**config.mk**
```make
export PLATFORM = sky130hd
export DESIGN_NAME = tmr_voter_monitor
export DESIGN_NICKNAME = d
export VERILOG_FILES = /design/src/rtl/tmr_voter_monitor.sv
export SDC_FILE = /design/constraint.sdc
export NUM_CORES = 1
export LEC_CHECK = 0
export ABC_AREA = 1
export BUFFER_PORTS_ARGS = -buffer_cell sky130_fd_sc_hd__buf_2
export CORE_UTILIZATION = 29
export DETAILED_ROUTE_END_ITERATION = 10
export GPL_ROUTABILITY_DRIVEN = 0
export HOLD_SLACK_MARGIN = 0.06
export PLACE_DENSITY = 0.6
export SLEW_MARGIN = 0
export SYNTH_ARGS = -nofsm -noshare
export SYNTH_HDL_FRONTEND = slang
export SYNTH_SLANG_ARGS = --single-unit
```
**constraint.sdc**
```tcl
create_clock -name clk -period 6.1 [get_ports clk]
set_input_delay 1.83 -clock clk [delete_from_list [all_inputs] [get_ports clk]]
set_output_delay 1.83 -clock clk [all_outputs]
set_load 0.03 [all_outputs]
```
**src/rtl/tmr_voter_monitor.sv**
```systemverilog
// tmr_voter_monitor: registered bit-wise TMR majority voter with per-replica error attribution, saturating error counters and sticky persistent-fault flags
// Ports:
//   clk, rstn            rising-edge clock, synchronous active-low reset
//   inA, inB, inC        the three replicas
//   clr                  synchronous clear of counters, run lengths and fail flags
//   out                  voted data (registered when REG_OUT=1, combinational otherwise)
//   tmrErr, errA/B/C     registered: any mismatch / which replica differed from the vote
//   multiErr             registered: two or more replicas differed, attribution ambiguous
//   cntA/B/C             saturating per-replica mismatch counts
//   failA/B/C            sticky: replica differed for PERSIST consecutive cycles
module tmr_voter_monitor #(
    parameter int WIDTH     = 8,
    parameter int CNT_WIDTH = 8,
    parameter int PERSIST   = 4,
    parameter int REG_OUT   = 1
) (
    input  logic                 clk,
    input  logic                 rstn,
    input  logic [WIDTH-1:0]     inA,
    input  logic [WIDTH-1:0]     inB,
    input  logic [WIDTH-1:0]     inC,
    input  logic                 clr,
    output logic [WIDTH-1:0]     out,
    output logic                 tmrErr,
    output logic                 errA,
    output logic                 errB,
    output logic                 errC,
    output logic                 multiErr,
    output logic [CNT_WIDTH-1:0] cntA,
    output logic [CNT_WIDTH-1:0] cntB,
    output logic [CNT_WIDTH-1:0] cntC,
    output logic                 failA,
    output logic                 failB,
    output logic                 failC
);
    localparam int RUN_W = $clog2(PERSIST + 1);
    logic [WIDTH-1:0]     vote;
    logic [2:0]           e;
    logic                 m;
    logic [CNT_WIDTH-1:0] cnt [3];
    logic [RUN_W-1:0]     run [3];
    logic [2:0]           fail;
    assign vote = (inA & inB) | (inA & inC) | (inB & inC);
    assign e    = {|(inA ^ vote), |(inB ^ vote), |(inC ^ vote)};
    assign m    = (e[2] & e[1]) | (e[2] & e[0]) | (e[1] & e[0]);
    always_ff @(posedge clk) begin
        if (!rstn) {tmrErr, errA, errB, errC, multiErr} <= '0;
        else {tmrErr, errA, errB, errC, multiErr} <= {|e, e, m};
    end
    // Index 2/1/0 map to replicas A/B/C; reset and clr both zero the bookkeeping
    always_ff @(posedge clk) begin
        for (int k = 0; k < 3; k++) begin
            if (!rstn || clr) begin
                cnt[k]  <= '0;
                run[k]  <= '0;
                fail[k] <= 1'b0;
            end else if (e[k]) begin
                cnt[k]  <= &cnt[k] ? cnt[k] : cnt[k] + CNT_WIDTH'(1);
                run[k]  <= (run[k] == RUN_W'(PERSIST)) ? run[k] : run[k] + RUN_W'(1);
                fail[k] <= fail[k] | (run[k] == RUN_W'(PERSIST - 1));
            end else begin
                run[k]  <= '0;
            end
        end
    end
    assign {cntA, cntB, cntC}    = {cnt[2], cnt[1], cnt[0]};
    assign {failA, failB, failC} = fail;
    generate
        if (REG_OUT != 0) begin : g_reg
            always_ff @(posedge clk) out <= rstn ? vote : '0;
        end else begin : g_comb
            assign out = vote;
        end
    endgenerate
endmodule
```
# Yosys cells after proc, flatten, opt, wreduce, memory -nomap -nowiden
# Memories as Yosys holds them, arrays and structs flattened.
# Index checks and enable logic that the tools add are counted.
# totals
register_bits	16
ram_bits	33
memories	2
inputBits	27
# classes
mux	35
reduce_logical	9
add_sub_neg	6
bitwise_logic	25
n_eq_ne	6
# mem_list
name	depth	width	read_ports	rd_clocked_by_memory_dff	write_ports	line	rtl
cnt	3	8	3	0	3	40	logic [CNT_WIDTH-1:0] cnt [3];
run	3	3	3	0	3	41	logic [RUN_W-1:0] run [3];
# ops
cell	count
$mux W8	6
$mux W3	9
$add A8 B1 Y8 const B	3
$and A8 B8 Y8	3
$reduce_and A8 Y1	3
$reduce_or A24 Y1	1
$reduce_or A8 Y1	3
$xor A8 B8 Y8	3
$mux W1	20
$or A8 B8 Y8	2
$or A1 B1 Y1	14
$add A3 B1 Y3 const B	3
$eq A3 B2 Y1 const B	3
$eq A3 B3 Y1 const B	3
$and A1 B1 Y1	3
$logic_not A1 Y1	1
$logic_or A1 B1 Y1	1

# Logic depth before layout (Yosys ltp)
# Gate-level depths: netlist (run 1).
# depth
depth_word	10
ltp_mapped	10
depth_no_buf	10

# Worst setup path before layout (run 1)
# No wires, ideal clock.
# synth_timing
path_kind	input to register
startpoint	input port inA[0]
endpoint	memory cnt[1][0] (enable)
setup_time_ns	0.384
stages	6
slack_ns	2.877
t_required_ns	5.716
t_arrival_ns	2.839
path_cell_list	inv_1 o21ai_0 nand2_1 nand3_1 nor2_1 o21ai_0
# synth_lines
item	line	rtl
from (decl)	19	input logic [WIDTH-1:0] inA,
to (decl)	40	

==> results of run 1 <==
## stage by stage
step	setup WS [ns]	util	hold WS, ns	total power, mW	std cells
CTS	2.749	0.3640	0.4549	0.7359	555
global placement	2.503	0.3520	0.4414	0.4957	547
finish	2.786	0.3640	0.4508	0.7252	555
detailed placement	2.438	0.3520	0.4407	0.4981	547
floorplan	2.877	-	0.5591	0.4578	354
global route	2.647	0.3640	0.4895	0.7638	555
## registers in the layout, summed over array words and instances (netlist names)
signal    count
multiErr      1
errB          1
errA          1
tmrErr        1
fail          3
cnt          24
out           8
run           9
errC          1
## routing by layer
metal,vias to the layer above,GRT usage,wire length (microns)
li1,1283,-,-
met1,1086,0.1748,2963
met2,56,0.1981,2758
met3,5,0.02507,292
met4,0,0.04348,78
met5,-,0,0
## worst paths after layout
path                                 from                       to  slack, ns  cells after the start
setup / recovery                   inA[6]  cnt[1][3]$_SDFFCE_PP0P_       2.79                      8
hold / removal       fail[0]$_SDFFE_PN0N_     fail[0]$_SDFFE_PN0N_       0.45                      2
setup reg to reg  cnt[1][0]$_SDFFCE_PP0P_  cnt[1][3]$_SDFFCE_PP0P_       3.82                      6
hold reg to reg      fail[0]$_SDFFE_PN0N_     fail[0]$_SDFFE_PN0N_       0.45                      2
## synth_stat cells
cell / count
nor4_1: 1
nand3_1: 36
a21oi_1: 12
o21ai_0: 17
nor2_1: 50
nor2_2: 1
nand2_2: 5
edfxtp_1: 33
or2_2: 1
xor2_1: 8
nor3b_1: 1
a21oi_2: 2
a21o_1: 2
nor3_1: 3
nand4_1: 9
buf_6: 2
buf_4: 1
dfxtp_1: 16
ha_1: 12
inv_2: 1
o21ai_1: 2
xnor2_1: 3
nor3_4: 1
inv_1: 60
nand2_1: 75
## cells by family after synthesis
family	after synthesis
buffers and inverters	64
xor gates and xnor gates	11
adders and majority gates	12
DFF	49
and+or+nand+nor	183
AOI/OAI and AO/OA	35
## layout make-up
cell class                      instances  area [sq um]  area share
Tap cell                              129         161.4     0.04776
Sequential cell                        49          1311      0.3880
Timing Repair Buffer                   67         337.8     0.09996
Multi-Input combinational cell        241          1229      0.3636
Clock buffer                            6         72.57     0.02147
Clock inverter                          2         38.79     0.01148
Inverter                               61         229.0     0.06775
## power groups by stage
stage,sequential [mW],combinational [mW],clock [mW]
final,0.375,0.115,0.236
after global routing,0.377,0.129,0.258
after CTS,0.375,0.116,0.245
after detailed placement,0.383,0.116,0
after global placement,0.382,0.114,0
after floorplan,0.404,0.0534,0
## worst reg2reg max path, cell delays in order, from the launching register on
cell and delay (ns):
edfxtp_1 0.45, ha_1 0.26, nand3_1 0.12, nor2_1 0.05, nand2_1 0.10, nor3_1 0.06
o21ai_0 0.87
==> out/qor.csv, run 1 <==
stage,metric,value,unit
clock_tree,CTS Buf Count,5,
yosys,Yosys warnings,0,
die,core box area,9284,sq um
yosys,synth top area cells,"edfxtp_1 (35%), dfxtp_1 (11%), nand2_1 (10%)",
die,Die Wd,100.2,microns
layout,Syn-to-layout area delta,20.74,%
timing,Final Setup Violations,0,
clock_tree,CTS tree,done,
yosys,syn nets,393,
drt,DR WL/cell,10.98,microns
power_and_ir_drop,clock power share,0.325,
yosys,Yosys reg bits,49,
power_and_ir_drop,leakage power,1.659,nW
clock_tree,cts hold-fix bufs,0,
layout,most frequent cells in the layout,"nand2_1 (75), buf_2 (66), inv_1 (60)",
drt,Post-DRT Antenna Nets,0,
placed_design,placed cell area,3268,sq um
critical_path,crit-path cells,buf_2 -> inv_1 -> nand3_1 -> nand2_1 -> nor2_1 -> nand3_1 -> nor2_1 -> o21ai_0,
power_and_ir_drop,internal cell power,0.5253,mW
layout,Fillers,992,
yosys,Simple-Gate Fraction of Synth Area,0.2839,
power_and_ir_drop,sw power,0.1998,mW
timing,fin crit share,0.5433,
layout,share of layout cells above drive strength 1,0.1995,
die,die boundary height,100.2,microns
drt,drt first pass iters,4,
critical_path,startpoint types,input pin,
drt,Routed WL,6.093,mm
layout,"commonest non-fill, non-tap cell in the layout",nand2_1,
global_routing,total global-route track usage,0.1268,
power_and_ir_drop,Logic pwr share,0.158,
global_routing,vias in the first global route,2158,
global_routing,largest net degree at the start of global routing,16,
yosys,Yosys top cell by area,edfxtp_1,
timing,Max Clk Rate,301.8,MHz
critical_path,Crit path largest cell delay,0.86,ns
layout,NumNets Final,464,
hold_path,worst min-delay path category,reg2reg,
critical_path,CP Capture Type,flop,
drt,post-DR vias/cell,4.378,
timing,Worst Max-Slew Pin Slew,1.108,ns
clock_tree,clock sink count,49,
drt,# DRC,0,
yosys,synthesized cell area,2799,sq um
clock_tree,Worst-path clk slew,0.09,ns
global_routing,first-pass GRT wire length,10.01,mm
power_and_ir_drop,switch share,0.2755,
clock_tree,# resized after CTS,0,
yosys,area share of xor/xnor cells in the synthesized design,0.03442,
yosys,Compound-Gate Fraction of Synth Area,0.06705,
layout,Finished Cell Area,3379,sq um
die,Initial Utilization,0.3015,
yosys,sequential share of the synthesized area,0.4685,
timing,hold violation count in the final report,0,
run,max_cap viols,0,
timing,Max-Slew Margin vs Limit,0.2534,
drt,initial drt markers,56,
die,Ports,67,
yosys,largest family of logic cells by synthesized area,simple AND/OR/NAND/NOR gates,
clock_tree,clock tree buffer depth,2,
placed_design,DP HPWL,4.722,mm
yosys,post-synthesis mux area share,0,
global_routing,antenna violations before repair,0,
power_and_ir_drop,worst vdd rail ir drop,0.09620,mV
yosys,Cell variety after synth,25,
yosys,Post-Synth Adder-Cell Area,0.05364,
critical_path,Buf/Inv on CP,2,
placed_design,I/O Buffers,66,
drt,via count,2430,
timing,unrepaired setup endpoints after global routing,false,
critical_path,critical path's slowest cell,o21ai_0,
timing,Fin Setup TNS,0,ns
power_and_ir_drop,Power Density,214.6,nW/um^2
clock_tree,worst skew pair latency,0.30,ns
power_and_ir_drop,Seq pwr share,0.517,
critical_path,CP required,6.03,ns
timing,max-slew violation count,0,
yosys,"Avg Cell Area, Syn",7.907,sq um
die,number of core rows,35,
global_routing,total gr overflow,0,
critical_path,Crit Path Category,in2reg,
clock_tree,H-tree depth,2,
timing,clock skew,0.006165,ns
yosys,Synth top area share,0.3540,
clock_tree,post-CTS setup buffer count,0,
critical_path,Worst Path Max Fanout,8,
timing,Final min period,3.314,ns
critical_path,Worst EP arrival,3.24,ns
die,Die ar.,10050,sq um
critical_path,"CP delay by family, top",compound AO/OA/AOI/OAI gates,
outcome,status,"finished, final reports clean",
clock_tree,root buffer cell,clkbuf_8,
yosys,cell count after synthesis,354,
layout,number of diodes,0,
No activity file was read; power rests on OpenSTA's default activity.
==> inputs of run 2 (changes only) <==
Settings changed: ABC_AREA 1 to 0, PLACE_DENSITY 0.6 to 0.63.
Clock period 6.1 ns to 2.8 ns, I/O delays scaled along.
==> run 2 against run 1 <==
Against the previous run:
- critical path depth shrank 1
- die area shrank 5.3%
- combinational power grew 110%
- sequential power grew 120%
- flip-flop and latch count is the same
- routed wire length shrank 11%
- critical endpoint is now cnt[0][6]$_SDFFCE_PP0P_
- largest cell class unchanged
==> out/qor.csv, run 2 <==
stage,metric,value,unit,change
timing,Final WS setup,0.4618,ns,-2.324 ns
drt,via count,2130,,-12%
critical_path,startpoint types,input pin,,
critical_path,critical path's slowest cell,a2111oi_0,,
clock_tree,worst skew pair latency,0.29,ns,about the same
clock_tree,clock sink count,49,,unchanged
global_routing,largest net degree at the start of global routing,16,,unchanged
clock_tree,post-CTS setup buffer count,0,,unchanged
placed_design,I/O Buffers,66,,unchanged
layout,NumNets Final,377,,-19%
power_and_ir_drop,Power Density,455.6,nW/um^2,+110%
timing,fin crit share,0.8351,,
critical_path,FF-to-FF path depth,6,,unchanged
layout,Finished Cell Area,3224,sq um,-4.6%
yosys,Post-synth EDFFs,33,,unchanged
layout,number of diodes,0,,unchanged
critical_path,Worst Path Max Fanout,8,,unchanged
die,core box area,8763,sq um,-5.6%
clock_tree,CTS Buf Count,5,,unchanged
layout,share of layout cells above drive strength 1,0.2389,,+0.03941
hold_path,hold path endpoint,fail[1]$_SDFFE_PN0N_,,
run,max_cap viols,0,,unchanged
drt,DR WL/cell,12.19,microns,+11%
critical_path,CP Capture Type,flop,,
drt,drt first pass iters,4,,unchanged
clock_tree,cts hold-fix bufs,0,,unchanged
timing,Final min period,2.338,ns,
layout,fin util,0.3679,,+0.003917
layout,biggest regs,"cnt: 24 flops, run: 9 flops, out: 8 flops",,
layout,most frequent cells in the layout,"buf_2 (66), nor2_1 (38), edfxtp_1 (33)",,
yosys,most common cell in the netlist,nor2_1,,
critical_path,CP required,2.79,ns,-3.24 ns
drt,Routed WL,5.447,mm,-11%
clock_tree,# resized after CTS,0,,unchanged
layout,Syn-to-layout area delta,21.79,%,
critical_path,Worst EP arrival,2.33,ns,-0.91 ns
placed_design,DP HPWL,4.254,mm,-9.9%
die,Ports,67,,unchanged
yosys,synth top area cells,"edfxtp_1 (37%), dfxtp_1 (12%), ha_1 (5.7%)",,
clock_tree,Worst-path clk slew,0.08,ns,about the same
critical_path,Crit Path Category,in2reg,,
yosys,sequential share of the synthesized area,0.4953,,+0.02679
hold_path,hold path start,fail[1]$_SDFFE_PN0N_,,
critical_path,crit-path cells,buf_2 -> and3b_1 -> a2111oi_0 -> nand4_1 -> buf_4 -> o21ai_0 -> nand2_1,,
layout,max reg flops,24,,unchanged
yosys,"top cells by count, synth","nor2_1 (38), edfxtp_1 (33), a21oi_1 (18)",,
global_routing,antenna violations before repair,0,,unchanged
timing,Final Setup Violations,0,,unchanged
yosys,Synth async-reset ratio,0,,unchanged
critical_path,Crit path largest cell delay,0.52,ns,-0.34 ns
hold_path,worst min-delay path category,reg2reg,,
drt,Post-DRT Antenna Nets,0,,unchanged
power_and_ir_drop,leakage power,1.424,nW,-14%
die,number of core rows,34,,-2.9%
yosys,Yosys reg bits,49,,unchanged
global_routing,first-pass GRT wire length,9.287,mm,-7.2%
placed_design,dpl ws,0.1292,ns,-2.309 ns
clock_tree,clock tree buffer depth,2,,unchanged
outcome,status,"finished, final reports clean",,
layout,Biggest register,cnt,,
clock_tree,CTS tree,done,,
critical_path,R2R Path End,cnt[1][5]$_SDFFCE_PP0P_,,
yosys,Yosys top cell by area,edfxtp_1,,
yosys,Synth top area share,0.3743,,+0.02025
critical_path,reg2reg setup slack,1.09,ns,-2.73 ns
drt,initial drt markers,48,,-14%
yosys,synthesized cell area,2648,sq um,-5.4%
timing,WHS,0.4719,ns,+0.02107 ns
power_and_ir_drop,total power,1.469,mW,+100%
yosys,Synth Flop Type,edfxtp_1,,
layout,Storage cell area,1311,sq um,unchanged
global_routing,total gr overflow,0,,unchanged
global_routing,vias in the first global route,2003,,-7.2%
power_and_ir_drop,worst vdd rail ir drop,0.1786,mV,+86%
timing,Max-Slew Margin vs Limit,0.6328,,+0.3794
layout,"Cell Count, Final, Fillers Out",447,,-19%
layout,Fillers,917,,-7.6%
timing,Fin Setup TNS,0,ns,unchanged
yosys,"Avg Cell Area, Syn",10.07,sq um,+27%
timing,Max Clk Rate,427.7,MHz,
timing,max-slew violation count,0,,unchanged
yosys,Cell variety after synth,29,,+16%
die,Initial Utilization,0.3021,,+0.0006306
hold_path,Worst Hold Depth,2,,unchanged
timing,unrepaired setup endpoints after global routing,false,,
die,Die ar.,9516,sq um,-5.3%
clock_tree,H-tree depth,2,,unchanged
die,die boundary height,97.55,microns,-2.7%
yosys,syn nets,302,,-23%
die,Die Wd,97.55,microns,-2.7%
critical_path,Critical R2R Launch,cnt[1][0]$_SDFFCE_PP0P_,,
clock_tree,root buffer cell,clkbuf_8,,
drt,# DRC,0,,unchanged
drt,post-DR vias/cell,4.765,,+8.8%
timing,clock skew,0.007045,ns,+0.0008800 ns
placed_design,placed cell area,3142,sq um,-3.9%
global_routing,total global-route track usage,0.1208,,-0.006018
timing,hold violation count in the final report,0,,unchanged
yosys,cell count after synthesis,263,,-26%
layout,"commonest non-fill, non-tap cell in the layout",buf_2,,
layout,area of the multi-input gates,1249,sq um,+1.6%
placed_design,placed insts,439,,-20%
yosys,Yosys warnings,0,,unchanged
timing,Worst Max-Slew Pin Slew,0.5369,ns,-0.5713 ns
-- run 2: how the worst max path moves through the flow --
| stage | startpoint | to | depth (start not counted) |
|---|---|---|---|
| floorplan | inC[4] | cnt[2][0]$_SDFFCE_PN0P_ | 4 |
| detailed placement | inC[6] | cnt[0][3]$_SDFFCE_PP0P_ | 7 |
| global placement | inC[7] | run[1][0]$_SDFFCE_PP0P_ | 7 |
| global route | inA[7] | cnt[0][6]$_SDFFCE_PP0P_ | 7 |
| finish | inC[6] | cnt[0][6]$_SDFFCE_PP0P_ | 7 |
| CTS | inA[6] | cnt[0][2]$_SDFFCE_PP0P_ | 7 |
-- run 2: layout make-up --
cell class	count	share of cell area
flip-flops and latches	49	0.4067
multi-input cells	192	0.3873
repair buffers	73	0.1187
well taps	108	0.04191
clock buffers	6	0.02251
inverters	17	0.01979
clock inverters	2	0.003104
-- run 2: kinds of logic after synthesis --
| logic type | count (synthesis) | share of synthesized area |
|---|---|---|
| simple gates | 120 | 0.2547 |
| flops | 49 | 0.4953 |
| compound gates | 42 | 0.1007 |
| buf+inv | 22 | 0.03308 |
| xor+xnor | 18 | 0.05955 |
| fa+ha+maj | 12 | 0.05671 |
-- run 2: power by group --
group | switching, mW | internal, mW
clock | 0.227 | 0.174
combinational | 0.153 | 0.0903
sequential | 0.0235 | 0.802
-- run 2: worst max-delay path: cells and delay by family --
family	cells	cell delay, ns
AND/OR/NAND/NOR	3	0.58
AO/OA/AOI/OAI	2	0.59
buffers and inverters	2	0.32
-- run 2: layer usage --
metal  vias to the layer above  wire length [microns]  track usage
met5                         -                      0            0
met4                         0                     53      0.03620
met3                         6                    307      0.03237
met2                        57                   2431       0.1888
met1                       979                   2654       0.1630
li1                       1088                      -            -
==> inputs of run 3 (changes only) <==
Settings changed: ABC_AREA 0 to 1, PLACE_DENSITY 0.63 to 0.6.
Clock period 2.8 ns to 2.3 ns, I/O delays scaled along.
==> run 3 against run 2 <==
Against the previous run:
- first-iteration DRC count grew 110%
- flip-flop and latch count is the same
- worst hold slack lost 0.020 ns
- critical path depth grew 1
- combinational power grew 28%
- critical path type unchanged
- largest cell class unchanged
- highest routed layer unchanged
==> out/qor.csv, run 3 (synthesis results as in run 1) <==
stage,metric,value,unit,change
die,Ports,67,,unchanged
layout,biggest regs,"cnt: 24 flops, run: 9 flops, out: 8 flops",,
timing,Final WS setup,0.4935,ns,+0.03170 ns
timing,Max-Slew Margin vs Limit,0.7642,,+0.1314
power_and_ir_drop,leakage power,1.660,nW,+17%
critical_path,CP required,2.29,ns,-0.50 ns
drt,drt first pass iters,4,,unchanged
timing,Final min period,1.807,ns,
timing,WHS,0.4522,ns,-0.01966 ns
timing,max-slew violation count,0,,unchanged
placed_design,I/O Buffers,66,,unchanged
global_routing,total global-route track usage,0.1268,,+0.006039
power_and_ir_drop,worst vdd rail ir drop,0.2499,mV,+40%
clock_tree,CTS Buf Count,5,,unchanged
placed_design,dpl ws,0.1449,ns,+0.01567 ns
placed_design,DP HPWL,4.871,mm,+15%
critical_path,CP Capture Type,flop,,
clock_tree,Worst-path clk slew,0.10,ns,+0.02 ns
drt,Post-DRT Antenna Nets,0,,unchanged
timing,Max Clk Rate,553.5,MHz,
critical_path,Critical R2R Launch,cnt[0][0]$_SDFFCE_PP0P_,,
drt,DR WL/cell,11.28,microns,-7.4%
clock_tree,# resized after CTS,0,,unchanged
die,core box area,9284,sq um,+5.9%
clock_tree,worst skew pair latency,0.31,ns,+0.02 ns
drt,Routed WL,6.296,mm,+16%
layout,NumNets Final,467,,+24%
critical_path,crit path from,inB[0],,
timing,Fin Setup TNS,0,ns,unchanged
timing,hold violation count in the final report,0,,unchanged
hold_path,worst min-delay path category,reg2reg,,
clock_tree,post-CTS setup buffer count,0,,unchanged
clock_tree,cts hold-fix bufs,0,,unchanged
die,Die ar.,10050,sq um,+5.6%
layout,Biggest register,cnt,,
layout,fin util,0.3647,,-0.003243
layout,share of layout cells above drive strength 1,0.2075,,-0.03148
timing,Worst Max-Slew Pin Slew,0.3528,ns,-0.1841 ns
global_routing,total gr overflow,0,,unchanged
clock_tree,root buffer cell,clkbuf_8,,
critical_path,Worst Path Max Fanout,8,,unchanged
hold_path,hold path start,fail[0]$_SDFFE_PN0N_,,
critical_path,startpoint types,input pin,,
die,Initial Utilization,0.3015,,-0.0006306
layout,Syn-to-layout area delta,20.97,%,
critical_path,Crit Path Category,in2reg,,
timing,unrepaired setup endpoints after global routing,false,,
timing,fin crit share,0.7854,,
timing,Final Setup Violations,0,,unchanged
global_routing,antenna violations before repair,0,,unchanged
layout,most frequent cells in the layout,"nand2_1 (75), buf_2 (66), inv_1 (60)",,
run,max_cap viols,0,,unchanged
global_routing,vias in the first global route,2223,,+11%
drt,# DRC,0,,unchanged
clock_tree,clock sink count,49,,unchanged
drt,via count,2474,,+16%
clock_tree,CTS tree,done,,
die,die boundary height,100.2,microns,+2.8%
power_and_ir_drop,total power,1.857,mW,+26%
clock_tree,H-tree depth,2,,unchanged
layout,number of diodes,0,,unchanged
clock_tree,clock tree buffer depth,2,,unchanged
global_routing,largest net degree at the start of global routing,18,,+2
layout,max reg flops,24,,unchanged
outcome,status,"finished, final reports clean",,
drt,initial drt markers,101,,+110%
die,Die Wd,100.2,microns,+2.8%
critical_path,Worst EP arrival,1.79,ns,-0.54 ns
power_and_ir_drop,Power Density,548.5,nW/um^2,+20%
drt,post-DR vias/cell,4.434,,-7.0%
die,number of core rows,35,,+2.9%
global_routing,first-pass GRT wire length,9.991,mm,+7.6%
timing,clock skew,0.006553,ns,-0.0004913 ns
layout,"commonest non-fill, non-tap cell in the layout",nand2_1,,
==> run 3: changes by cell type in the layout (fill, tap and decap cells not counted), moves of 12 or more <==
cell / delta
nor2_1: +12
nor3b_1: -12
and3b_1: -13
o21ai_0: +14
nor2b_1: -15
nand2_1: +66
nand3_1: +25
inv_1: +43
==> run 3: power by group <==
group	total (mW)	switching [mW]	internal [mW]
Combinational	0.311	0.212	0.0985
Clock	0.553	0.331	0.222
Sequential	0.994	0.0224	0.971
==> run 3: routing by layer <==
metal,track usage,up-vias,routed length (microns)
met1,0.1659,1121,3029
met4,0.04571,0,108
met5,0,-,0
li1,-,1294,-
met3,0.02925,8,306
met2,0.2050,51,2853
==> run 3: final cells by class <==
class | instances | area [sq um]
clock buffer | 5 | 68.82
inverter | 61 | 229.0
fill | 985 | 5898
clock inverter | 3 | 26.28
timing repair buffer | 70 | 360.3
multi-input combinational | 241 | 1229
tap | 129 | 161.4
sequential | 49 | 1311
==> run 3: worst paths after layout <==
kind	slack, ns	endpoint	depth (start not counted)
min reg2reg	0.45	fail[0]$_SDFFE_PN0N_	2
max	0.49	cnt[2][5]$_SDFFCE_PN0P_	8
max reg2reg	0.61	cnt[0][3]$_SDFFCE_PP0P_	8
min	0.45	fail[0]$_SDFFE_PN0N_	2
==> run 3: through the flow <==
| stage | cell area (sq um) | std cells |
|---|---|---|
| 2_1_floorplan | 2799 | 354 |
| 3_3_place_gp | 3291 | 550 |
| 3_5_place_dp | 3291 | 550 |
| 4_1_cts | 3386 | 558 |
| 5_1_grt | 3386 | 558 |
| 6_report | 3386 | 558 |
==> run 3: critical path, cell delays in order <==
cell and delay [ns]:
buf_2 0.12, o21ai_0 0.24, nand2_1 0.09, nand2_1 0.09
nor2_1 0.06, nand2_2 0.12, o21ai_0 0.10, nand2_1 0.28
